===== src/rtl/button_event_queue_if.sv =====
// Event stream between the button event queue (master) and its consumer (slave).
// Handshake: a word transfers on any clock edge where o_evt_valid && i_evt_ready; data holds while valid && !ready.
interface button_event_queue_if;
    logic        o_evt_valid;
    logic [19:0] o_evt_data;
    logic        i_evt_ready;

    modport master (output o_evt_valid, output o_evt_data, input i_evt_ready);
    modport slave  (input o_evt_valid, input o_evt_data, output i_evt_ready);
endinterface


===== src/rtl/button_event_queue.sv =====
// Debounces an 8-bit button vector on a slow sample tick and queues timestamped
// press/release events in a first-word-fall-through FIFO.
module button_event_queue #(
    parameter int CLK_RATE_HZ      = 50_000_000,
    parameter int SAMPLE_US        = 1000,
    parameter int DEBOUNCE_SAMPLES = 8,
    parameter int FIFO_DEPTH       = 8
) (
    input  logic                          i_clk,
    input  logic                          i_reset_n,
    input  logic [7:0]                    i_button,
    output logic [7:0]                    o_button_stable,
    button_event_queue_if.master          evt,
    output logic [$clog2(FIFO_DEPTH):0]   o_evt_count,
    output logic                          o_overflow,
    input  logic                          i_clear_overflow
);

    localparam int SAMPLE_DIV = CLK_RATE_HZ / 1_000_000 * SAMPLE_US;
    localparam int PW = $clog2(SAMPLE_DIV);
    localparam int AW = $clog2(FIFO_DEPTH);
    localparam int CW = AW + 1;

    logic [7:0]      btn_q;
    logic [PW-1:0]   presc;
    logic [15:0]     ts;
    logic [3:0]      cnt [8];
    logic [3:0]      cnt_n [8];
    logic [7:0]      stable;
    logic [7:0]      pending;
    logic [15:0]     pts [8];
    logic [19:0]     mem [FIFO_DEPTH];
    logic [AW-1:0]   wr_ptr;
    logic [AW-1:0]   rd_ptr;
    logic [CW-1:0]   count;
    logic            valid_q;
    logic            overflow;

    logic            tick;
    logic [7:0]      accept;
    logic [7:0]      clr_mask;
    logic [2:0]      sel;
    logic            any_pending;
    logic            full;
    logic            push;
    logic            pop;
    logic            lost;
    logic [3:0]      cnt_inc;

    assign tick = (presc == PW'(SAMPLE_DIV - 1));
    assign full = (count == CW'(FIFO_DEPTH));
    assign pop  = valid_q && evt.i_evt_ready;

    always_comb begin
        accept  = '0;
        cnt_inc = '0;
        for (int i = 0; i < 8; i++) begin
            cnt_n[i] = cnt[i];
            cnt_inc  = cnt[i] + 4'd1;
            if (tick) begin
                if (btn_q[i] == stable[i]) begin
                    cnt_n[i] = '0;
                end else if (cnt_inc == 4'(DEBOUNCE_SAMPLES)) begin
                    cnt_n[i]  = '0;
                    accept[i] = 1'b1;
                end else begin
                    cnt_n[i] = cnt_inc;
                end
            end
        end
    end

    // Descending scan leaves the lowest pending index selected.
    always_comb begin
        sel         = '0;
        any_pending = |pending;
        for (int i = 7; i >= 0; i--) begin
            if (pending[i]) sel = 3'(i);
        end
        push     = any_pending && (!full || pop);
        clr_mask = push ? (8'b1 << sel) : 8'b0;
        lost     = |(accept & pending & ~clr_mask);
    end

    always_ff @(posedge i_clk or negedge i_reset_n) begin
        if (!i_reset_n) begin
            btn_q    <= '0;
            presc    <= '0;
            ts       <= '0;
            stable   <= '0;
            pending  <= '0;
            wr_ptr   <= '0;
            rd_ptr   <= '0;
            count    <= '0;
            valid_q  <= 1'b0;
            overflow <= 1'b0;
            for (int i = 0; i < 8; i++) begin
                cnt[i] <= '0;
                pts[i] <= '0;
            end
            for (int j = 0; j < FIFO_DEPTH; j++) begin
                mem[j] <= '0;
            end
        end else begin
            btn_q <= i_button;
            if (tick) begin
                presc <= '0;
                ts    <= ts + 16'd1;
            end else begin
                presc <= presc + PW'(1);
            end

            for (int i = 0; i < 8; i++) begin
                cnt[i] <= cnt_n[i];
                if (accept[i]) begin
                    stable[i] <= btn_q[i];
                    pts[i]    <= ts;
                end
            end
            pending <= (pending & ~clr_mask) | accept;

            if (push) begin
                mem[wr_ptr] <= {stable[sel], sel, pts[sel]};
                wr_ptr      <= wr_ptr + AW'(1);
            end
            if (pop) begin
                rd_ptr <= rd_ptr + AW'(1);
            end
            count <= count + CW'(push) - CW'(pop);
            // Pops retire immediately; a fresh write becomes visible one cycle later.
            valid_q <= ((count - CW'(pop)) != '0);

            if (lost) begin
                overflow <= 1'b1;
            end else if (i_clear_overflow) begin
                overflow <= 1'b0;
            end
        end
    end

    assign o_button_stable = stable;
    assign o_evt_count     = count;
    assign o_overflow      = overflow;
    assign evt.o_evt_valid = valid_q;
    assign evt.o_evt_data  = mem[rd_ptr];

endmodule


===== src/flat_wrapper.sv =====
// flat-port wrapper written by rule: the top's interface ports become plain ports
module button_event_queue_flat 
#(
    parameter int CLK_RATE_HZ      = 50_000_000,
    parameter int SAMPLE_US        = 1000,
    parameter int DEBOUNCE_SAMPLES = 8,
    parameter int FIFO_DEPTH       = 8
)
  (i_clk, i_reset_n, i_button, o_button_stable, o_evt_count, o_overflow, i_clear_overflow, evt_o_evt_valid, evt_o_evt_data, evt_i_evt_ready);
  button_event_queue_if evt_i ();
  input  logic i_clk;
  input  logic i_reset_n;
  input  logic [7:0] i_button;
  output logic [7:0] o_button_stable;
  output logic [$clog2(FIFO_DEPTH):0] o_evt_count;
  output logic o_overflow;
  input  logic i_clear_overflow;
  output wire logic [$bits(evt_i.o_evt_valid)-1:0] evt_o_evt_valid;
  output wire logic [$bits(evt_i.o_evt_data)-1:0] evt_o_evt_data;
  input wire logic [$bits(evt_i.i_evt_ready)-1:0] evt_i_evt_ready;
  assign evt_o_evt_valid = evt_i.o_evt_valid;
  assign evt_o_evt_data = evt_i.o_evt_data;
  assign evt_i.i_evt_ready = evt_i_evt_ready;
  button_event_queue #(.CLK_RATE_HZ(CLK_RATE_HZ), .SAMPLE_US(SAMPLE_US), .DEBOUNCE_SAMPLES(DEBOUNCE_SAMPLES), .FIFO_DEPTH(FIFO_DEPTH)) u_core (.i_clk(i_clk), .i_reset_n(i_reset_n), .i_button(i_button), .o_button_stable(o_button_stable), .evt(evt_i), .o_evt_count(o_evt_count), .o_overflow(o_overflow), .i_clear_overflow(i_clear_overflow));
endmodule

===== config.mk =====
export PLATFORM = sky130hd
export DESIGN_NAME = button_event_queue_flat
export DESIGN_NICKNAME = d
export VERILOG_FILES = /design/src/rtl/button_event_queue_if.sv /design/src/rtl/button_event_queue.sv /design/src/flat_wrapper.sv
export SDC_FILE = /design/constraint.sdc
export NUM_CORES = 1
export LEC_CHECK = 0
export ABC_AREA = 1
export BUFFER_PORTS_ARGS = -buffer_cell sky130_fd_sc_hd__buf_2
export CAP_MARGIN = 20
export CORE_ASPECT_RATIO = 0.7
export CORE_MARGIN = 2
export CORE_UTILIZATION = 45
export DETAILED_ROUTE_END_ITERATION = 10
export GPL_ROUTABILITY_DRIVEN = 0
export PLACE_DENSITY_LB_ADDON = 0.2
export SETUP_SLACK_MARGIN = 0.3
export SYNTH_ARGS = -nofsm -noshare
export SYNTH_HDL_FRONTEND = slang
export SYNTH_SLANG_ARGS = --single-unit

===== constraint.sdc =====
create_clock -name i_clk -period 2.8 [get_ports i_clk]
set_input_delay 0 -clock i_clk [delete_from_list [all_inputs] [get_ports i_clk]]
set_output_delay 0 -clock i_clk [all_outputs]
set_load 0.01 [all_outputs]

==> results of run 1 <==
## cell families (layout without fill, tap and decap cells)
| group | count (synthesis) | in the layout |
|---|---|---|
| XOR/XNOR | 46 | 46 |
| buffers and inverters | 263 | 310 |
| AO/OA/AOI/OAI | 327 | 327 |
| AND/OR/NAND/NOR | 1198 | 1198 |
| flip-flops | 388 | 388 |
| adder cells (fa/ha/maj) | 25 | 25 |
## critical path, cell delays in order, from the launching register on
cell	delay (ns)
dfrtp_4	0.58
inv_2	0.14
buf_12	0.26
o21ai_0	0.12
o22ai_1	0.27
nor2_1	0.08
a31oi_1	0.17
buf_2	0.15
## sequential cells by signal, indices dropped and copies added, names as in the netlist
| name | cells |
|---|---|
| u_core.btn_q | 8 |
| u_core.cnt | 32 |
| u_core.evt.o_evt_valid | 1 |
| u_core.mem | 160 |
| u_core.o_button_stable | 8 |
| u_core.o_evt_count | 4 |
| u_core.o_overflow | 1 |
| u_core.pending | 8 |
| u_core.presc | 16 |
| u_core.pts | 128 |
| u_core.rd_ptr | 3 |
| u_core.ts | 16 |
| u_core.wr_ptr | 3 |
## power breakdown
| part | leakage [nW] | internal (mW) | switching, mW |
|---|---|---|---|
| sequential | 5.25 | 6.60 | 0.609 |
| combinational | 4.34 | 2.39 | 6.33 |
| clock | 0.618 | 3.01 | 2.26 |
## synthesized netlist by cell type, drive strengths merged (2+ instances only)
cell	number	share of area (%)
a21oi	25	0.66
a31oi	22	0.73
buf	89	2.9
clkbuf	32	0.64
clkinv	3	0.066
dfrtp	388	51
ha	24	1.6
inv	139	2.8
nand2	569	12
nand3	288	8.5
nand4	43	1.6
nor2	248	5.4
nor3	44	1.2
nor4	2	0.066
o21ai	241	7.0
o22ai	31	1.0
o31ai	3	0.12
or2	3	0.099
xnor2	3	0.14
xor2	43	2.0
## metal layers
| layer | vias to the layer above | share of wire [%] |
|---|---|---|
| li1 | 7442 | - |
| met1 | 7668 | 49 |
| met2 | 530 | 43 |
| met3 | 63 | 7.1 |
| met4 | 0 | 1.4 |
| met5 | - | 0 |
## worst max-delay path by stage
stage                                       end                  start  slack (ns)
final                        evt_o_evt_data[13]       u_core.rd_ptr[0]        0.44
after global routing            u_core.mem[134]  u_core.o_evt_count[2]        0.30
after CTS                       u_core.pts[104]        u_core.presc[0]        0.31
after detailed placement         u_core.mem[76]  u_core.o_evt_count[2]       0.009
after global placement           u_core.mem[76]  u_core.o_evt_count[2]        0.16
after floorplan           u_core.o_evt_count[2]  u_core.o_evt_count[2]        0.97
## metrics by stage
| step | setup WS (ns) | hold WS (ns) | power [mW] | cell area, um2 | util, % |
|---|---|---|---|---|---|
| after CTS | 0.309 | 0.0674 | 21.1 | 20900 | 50.9 |
| after global placement | 0.160 | 0.0794 | 15.7 | 19500 | 47.4 |
| after detailed placement | 0.00945 | 0.0761 | 15.8 | 19500 | 47.4 |
| after floorplan | 0.972 | -0.296 | 12.8 | 18900 | - |
| final | 0.443 | 0.0411 | 21.2 | 21000 | 51.0 |
| after global routing | 0.302 | 0.0913 | 22.5 | 21000 | 51.0 |
## area by class of cell
cell class              instances  area, um2  area share (%)
clock buffers                  62       1190            5.69
clock inverters                 6       55.1           0.262
inverters                     142        553            2.63
multi-input cells            1596       7990            38.1
flip-flops and latches        388       9710            46.3
well taps                     544        681            3.24
repair buffers                100        805            3.83
## cell usage in the layout, fill, tap and decap left out, types with 10 or more instances in the layout
master and n:
nand3_1 253, a21oi_1 25, nor3_1 43, buf_4 33, a31oi_1 21, buf_2 44
inv_1 118, nor2_1 231, nand4_1 41, clkbuf_1 12, nor2_4 11, ha_1 24
clkbuf_16 41, xor2_1 43, dlygate4sd3_1 11, nand2_1 559, buf_12 10, inv_2 15
dfrtp_1 387, o21ai_2 29, o21ai_1 56, nand3_2 35, o21ai_0 156, o22ai_1 31
## timing repair
item	in CTS	in global routing
resized for setup	2	14
endpoints found under the hold margin	89	0
hold buffers	11	0
buffers inserted	8	0
endpoints found under the setup margin	167	77
pin swaps	8	0
==> out/metrics.cfg, run 1 <==
[sta]
finalHoldViolations=0
min_period_ns=2.36
finalClockSkew_ns=0.00900
rsz0062_at_grt=no
post-route-period-util_pct=84.2
setup-violations-final=0
slew_headroom_pct=42.6
worst_pin_slew_ns=0.860
setup_tns_ns=0
slew_viol_final=0
fmax_mhz=424

[logic_synthesis]
synth_edf_count=0
syn_avg_cell_area_um2=8.40
synth_cell_type_count=43
synthAdderAreaFrac_pct=1.70
synth-compound-area-share_pct=9.71
synth_top_family_by_area=simple AND/OR/NAND/NOR gates
ys.flop_type=dfrtp_1
synth_mux_area_share_pct=0
synthSimpleGateAreaFrac_pct=28.6
netlist_area_um2=18900
ys_seq_elements=388
synthCells=2247
syn-num-nets=2284
yosys.area_share.xor_xnor_pct=2.13
synthArstFlopShare_pct=100
yosysSeqAreaShare_pct=51.4
ys_warn_count=0

[floorplanning]
die_x_um=249
initial_utilization_pct=45.8
rows=62
coreArea_um2=41200
die_y_um=175
num_io_pins=46
die_area_um2=43600

[detailed_routing]
first_iter_violations=1498
ant_nets=0
vias_per_cell=5.53
via_count=15703
firstDrtPassIters=5
drt-total-wl_um=52700
drcViolationCount=0
wl_per_cell_um=18.6

[cells_and_area]
syn2layout_area_growth_pct=11.2
instances_no_fill=2838
drive_above_1_share_pct=11.6
fin_nets=2305
fillers=3902
diodes=0

[place]
dpl.hpwl_um=32600
placedCellCount=2751
io_buffers=45

[clocking]
clockBufferDepth=3
cts_tree=yes
cts_max_level=2
insertion_delay_ns=0.55
numCtsBuffers=40
cts_root_buf=clkbuf_16
path_clk_slew_ns=0.06
cts.sinks=388

[global_routing]
antenna_found_initial=0
gr-usage-met2_pct=36.9
grt_pass1_vias=15340
grt_use_met1_pct=37.5
grt_max_degree=115
grtUsageTotal_pct=24.7
gr-total-overflow=0
grt_pass1_wl_um=86200
grt_util_met3_pct=4.58
top_usage_layer=met1

[critical_path]
end_kind=output port
critical_path_arrival_ns=2.36
cp-start-kind=flip-flop
worstReg2RegStart=u_core.pending[2]
reg2reg_slack_ns=0.48
rr_worst_depth=9
crit_type=flip-flop to output port
required_ns=2.80
r2r-end=u_core.mem[87]
cp_max_fo=60

[pwr]
total_leakage_power_nw=10.2
ir_drop_uv=633
power_density_nw_per_um2=1010

[outcome]
outcome=finished clean

[run]
cap_violations=0

[hold_path]
hold_path.class=input pin to async pin

Power figures use the tool's default switching activity.
==> run 2: changes to the inputs <==
clock period = 1.9 ns   (was 2.8 ns; I/O delays follow)
==> out/metrics.cfg, run 2 (synthesis gave the netlist of run 1 again) <==
[outcome]
outcome=complete, but fails checks
violations=setup timing

[clocking]
path_clk_slew_ns=0.06  ; about the same
cts_max_level=2  ; unchanged
insertion_delay_ns=0.56  ; about the same
numCtsBuffers=40  ; unchanged
clockBufferDepth=3  ; unchanged
cts_root_buf=clkbuf_16
cts.sinks=388  ; unchanged
cts_tree=yes

[global_routing]
grt_pass1_wl_um=104000  ; +20%
gr-total-overflow=0  ; unchanged
antenna_found_initial=0  ; unchanged
grt_pass1_vias=17856  ; +16%
grtUsageTotal_pct=30.5  ; +5.8 points
grt_max_degree=79  ; -31%

[sta]
finalHoldViolations=0  ; unchanged
worst_pin_slew_ns=0.663  ; -0.197 ns
rsz0062_at_grt=yes
finalClockSkew_ns=0.0242  ; +0.0152 ns
slew_headroom_pct=55.7  ; +13 points
setup-violations-final=187  ; +187
slew_viol_final=0  ; unchanged
setup_tns_ns=-23.50  ; -23.50 ns
post-route-period-util_pct=120
min_period_ns=2.28
fmax_mhz=439
setup_ws_ns=-0.377  ; -0.821 ns

[detailed_routing]
ant_nets=0  ; unchanged
firstDrtPassIters=7  ; +2
vias_per_cell=6.12  ; +11%
via_count=19037  ; +21%
wl_per_cell_um=24.2  ; +31%
drcViolationCount=0  ; unchanged
first_iter_violations=2809  ; +88%
drt-total-wl_um=75300  ; +43%

[cells_and_area]
top_register=u_core.mem
layout_common_cells=dfrtp_1, nand2_1, nor2_1
largest_reg_flops=160  ; unchanged
final_common_cell=dfrtp_1
instances_no_fill=3109  ; +9.5%
fin_nets=2577  ; +12%
drive_above_1_share_pct=41.9  ; +30 points
post-route-util_pct=69.0  ; +18 points
diodes=0  ; unchanged
syn2layout_area_growth_pct=50.6
fillers=2827  ; -28%
top_regs=u_core.mem x160, u_core.pts x128, u_core.cnt x32

[critical_path]
path_buf_inv=4  ; +1
cp-start-kind=flip-flop
required_ns=1.90  ; -0.90 ns
path_delay_family=buffers and inverters
critical_path_arrival_ns=2.28  ; -0.08 ns
path_cells=buf_4 > buf_12 > buf_16 > o21ai_0 > o22ai_1 > nor2_1 > a31oi_2 > buf_2
crit_type=flip-flop to output port
cp_max_fo=5  ; -92%
end_kind=output port
max_stage_delay_ns=0.42  ; -0.16 ns
crit_path_top_delay_cell=dfrtp_2

[floorplanning]
die_area_um2=43600  ; unchanged
num_io_pins=46  ; unchanged
die_y_um=175  ; unchanged
initial_utilization_pct=45.8  ; unchanged
rows=62  ; unchanged
die_x_um=249  ; unchanged
coreArea_um2=41200  ; unchanged

[place]
placedCellCount=2849  ; +3.6%
dpl.hpwl_um=34300  ; +4.9%
io_buffers=45  ; unchanged
dp_slack_ns=-0.0611  ; -0.0705 ns

[pwr]
power_density_nw_per_um2=1570  ; +56%
power_switching_mw=20.0  ; +120%
ir_drop_uv=1180  ; +86%
clkPwrFrac_pct=17.1  ; -7.8 points
intPower_mw=24.7  ; +110%
power_frac_comb_pct=58.3  ; +17 points
total_leakage_power_nw=12.8  ; +26%
pwr-share-seq_pct=24.6  ; -9.4 points
p_total_mw=44.7  ; +110%
swShare_pct=44.7  ; +1.3 points

[run]
cap_violations=0  ; unchanged

[hold_path]
hold_path.class=input pin to flip-flop

## run 2: cell types whose count changed in the layout (fill, tap and decap cells not counted), moves of 69 or more
cell     before  now
nor2_1      231  153
nand2_1     559  356
o21ai_0     156   87
buf_4        33  105
nand3_2      35  147
nand3_1     253   95
nand2_2       3  142
## run 2: metal layers
layer	vias up	GRT usage [%]	wire, um
met5	-	0	0
met3	282	6.83	9930
met1	9332	44.3	30100
met2	1375	45.9	32500
li1	8048	-	-
met4	0	8.74	2780
## run 2: cell type report
type,count,area (um2),area share [%]
clock buffer,64,1170,4.12
multi-input combinational,1596,11000,38.6
timing repair inverter,7,106,0.374
timing repair buffer,365,5070,17.8
tap,544,681,2.39
inverter,142,691,2.43
sequential,388,9710,34.2
clock inverter,3,22.5,0.0792
## run 2: worst paths after layout
kind	from	to	slack, ns	cells after the start
worst max register to register	u_core.pending[4]	u_core.mem[6]	-0.18	13
worst min-delay path	i_button[2]	u_core.btn_q[2]	0.08	2
min in group asynchronous	i_reset_n	u_core.mem[124]	0.17	3
worst max-delay path	u_core.rd_ptr[0]	evt_o_evt_data[19]	-0.38	8
worst min register to register	u_core.mem[82]	u_core.mem[82]	0.47	2
max in group asynchronous	i_reset_n	u_core.pts[1]	0.63	3
## run 2: power groups by stage
stage / clock network [mW] / registers, mW / logic (mW)
after detailed placement: 0 / 10.7 / 14.0
after global placement: 0 / 10.6 / 13.8
after CTS: 7.60 / 10.6 / 21.5
after global routing: 8.00 / 11.1 / 27.0
final: 7.63 / 11.0 / 26.1
after floorplan: 0 / 10.5 / 8.50
## run 2: repair_timing
action	4_1_cts	5_1_grt
hold buffers	13	0
buffers inserted	89	26
pin swaps	171	219
hold endpoints to repair	372	0
gates cloned	42	23
setup endpoints to repair	347	388
resized for setup	432	507
## run 2: stage by stage
stage / hold slack (ns) / instance area, um2
after floorplan: -0.296 / 19100
after global placement: -0.0270 / 21000
after detailed placement: -0.0218 / 21000
after CTS: 0.0666 / 25800
after global routing: 0.0685 / 28400
final: 0.0795 / 28400
==> run 3: changes to the inputs <==
CELL_PAD_IN_SITES_DETAIL_PLACEMENT = 1   (was not set)
CELL_PAD_IN_SITES_GLOBAL_PLACEMENT = 1   (was not set)
CORE_UTILIZATION = 43   (was 45)
==> out/metrics.cfg, run 3 (synthesis gave the netlist of run 1 again) <==
[outcome]
outcome=complete, but fails checks
violations=setup timing

[global_routing]
antenna_found_initial=2  ; +2
grt_pass1_vias=21592  ; +21%
grt_pass1_wl_um=135000  ; +30%
grtUsageTotal_pct=39.8  ; +9.2 points
gr-total-overflow=0  ; unchanged
grt_max_degree=89  ; +13%

[detailed_routing]
via_count=22481  ; +18%
first_iter_violations=3485  ; +24%
firstDrtPassIters=8  ; +1
ant_nets=0  ; unchanged
drt-total-wl_um=118000  ; +56%
vias_per_cell=6.99  ; +14%
drcViolationCount=0  ; unchanged
wl_per_cell_um=36.6  ; +51%

[sta]
setup-violations-final=373  ; +99%
rsz0062_at_grt=yes
finalClockSkew_ns=0.0431  ; +0.0189 ns
setup_tns_ns=-128.00  ; -104.49 ns
setup_ws_ns=-0.896  ; -0.519 ns
slew_headroom_pct=50.6  ; -5.0 points
min_period_ns=2.80  ; +0.519 ns
slew_viol_final=0  ; unchanged
worst_pin_slew_ns=0.738  ; +0.0753 ns
finalHoldViolations=0  ; unchanged
fmax_mhz=358  ; -19%
holdWs_ns=0.0814  ; +0.00183 ns
post-route-period-util_pct=147  ; +27 points

[cells_and_area]
largest_reg_flops=160  ; unchanged
layout_common_cells=dfrtp_1, nand2_1, nor2_1
final_common_cell=dfrtp_1
top_regs=u_core.mem x160, u_core.pts x128, u_core.cnt x32
post-route-util_pct=68.4  ; -0.58 points
drive_above_1_share_pct=45.7  ; +3.8 points
top_register=u_core.mem
syn2layout_area_growth_pct=57.7
fin_nets=2626  ; +1.9%
instances_no_fill=3217  ; +3.5%

[critical_path]
path_delay_family=buffers and inverters
path_buf_inv=5  ; +1
crit_type=flip-flop to output port
cp_max_fo=9  ; +4
path_cells=inv_4 > buf_12 > buf_4 > buf_8 > o21ai_0 > o22ai_1 > nor2_1 > a31oi_1 > buf_2
crit_path_top_delay_cell=dfrtp_2
end_kind=output port
critical_path_arrival_ns=2.80  ; +0.52 ns
max_stage_delay_ns=0.48  ; +0.06 ns
required_ns=1.90  ; about the same
cp-start-kind=flip-flop

[floorplanning]
num_io_pins=46  ; unchanged
rows=64  ; +3.2%
coreArea_um2=43500  ; +5.6%
initial_utilization_pct=43.4  ; -2.4 points
die_x_um=254  ; +2.3%
die_area_um2=45600  ; +4.6%
die_y_um=179  ; +2.2%

[clocking]
clockBufferDepth=3  ; unchanged
cts_root_buf=clkbuf_16
numCtsBuffers=42  ; +5.0%
path_clk_slew_ns=0.07  ; about the same
cts_tree=yes
insertion_delay_ns=0.60  ; +0.04 ns
cts.sinks=388  ; unchanged
cts_max_level=2  ; unchanged

[place]
io_buffers=45  ; unchanged
placedCellCount=2911  ; +2.2%
dpl.hpwl_um=39300  ; +15%

[pwr]
p_total_mw=52.9  ; +18%
ir_drop_uv=988  ; -16%
power_density_nw_per_um2=1780  ; +13%
total_leakage_power_nw=13.4  ; +4.3%

[run]
cap_violations=0  ; unchanged

[hold_path]
hold_path.class=input pin to flip-flop

## run 3: worst register-to-register path, cell delays in order, from the launching register on
cell	delay (ns)
dfrtp_1	0.43
buf_6	0.15
nor2_4	0.11
buf_6	0.12
nand2_4	0.04
buf_6	0.11
nand3_4	0.14
buf_12	0.16
buf_12	0.16
buf_6	0.12
nand2_4	0.06
nor2_4	0.28
nand3_4	0.25
nand3_2	0.14
nand2_1	0.09
## run 3: path summary, 6_finish.rpt
check	end	depth (start not counted)	slack, ns	start
setup / recovery	evt_o_evt_data[17]	9	-0.90	u_core.rd_ptr[0]
hold reg to reg	u_core.mem[100]	2	0.48	u_core.mem[100]
setup reg to reg	u_core.mem[34]	14	-0.61	u_core.pending[5]
hold / removal	u_core.btn_q[1]	2	0.08	i_button[1]
max in group asynchronous	u_core.mem[80]	4	0.48	i_reset_n
min in group asynchronous	u_core.btn_q[7]	3	0.46	i_reset_n
## run 3: repair_timing
item                                   CTS  global route
setup buffers                           95            53
hold buffers                            12             0
endpoints found under the hold margin  400             0
pin swaps                              224           187
gates resized for setup                573           522
setup endpoints to repair              361           395
cloned                                  48            20
## run 3: power by group
part | switching, mW | leakage (nW) | total, mW | internal, mW
Clock | 4.15 | 0.718 | 9.19 | 5.04
Sequential | 1.57 | 5.24 | 11.3 | 9.72
Combinational | 19.8 | 7.43 | 32.4 | 12.6
## run 3: per-stage QoR
stage / instance area [um2] / worst slack [ns]
4_1_cts: 27000 / -0.265
2_1_floorplan: 19100 / 0.117
5_1_grt: 29800 / -0.912
3_3_place_gp: 21000 / -0.0585
3_5_place_dp: 21000 / -0.157
6_report: 29800 / -0.896
## run 3: layout make-up
cell class / instances / area [um2]
repair inverters: 9 / 169
clock inverters: 19 / 183
multi-input cells: 1596 / 11500
flip-flops and latches: 388 / 9710
repair buffers: 410 / 5540
clock buffers: 58 / 1250
well taps: 594 / 743
fillers: 4473 / 13700
inverters: 142 / 678
diodes: 1 / 2.50
## run 3: routing by layer
| layer | track usage (%) | vias up | share of wire [%] |
|---|---|---|---|
| li1 | - | 8151 | - |
| met1 | 49.6 | 11035 | 34 |
| met2 | 63.1 | 2310 | 42 |
| met3 | 12.5 | 981 | 14 |
| met4 | 18.4 | 4 | 9.1 |
| met5 | 0 | - | 0.087 |
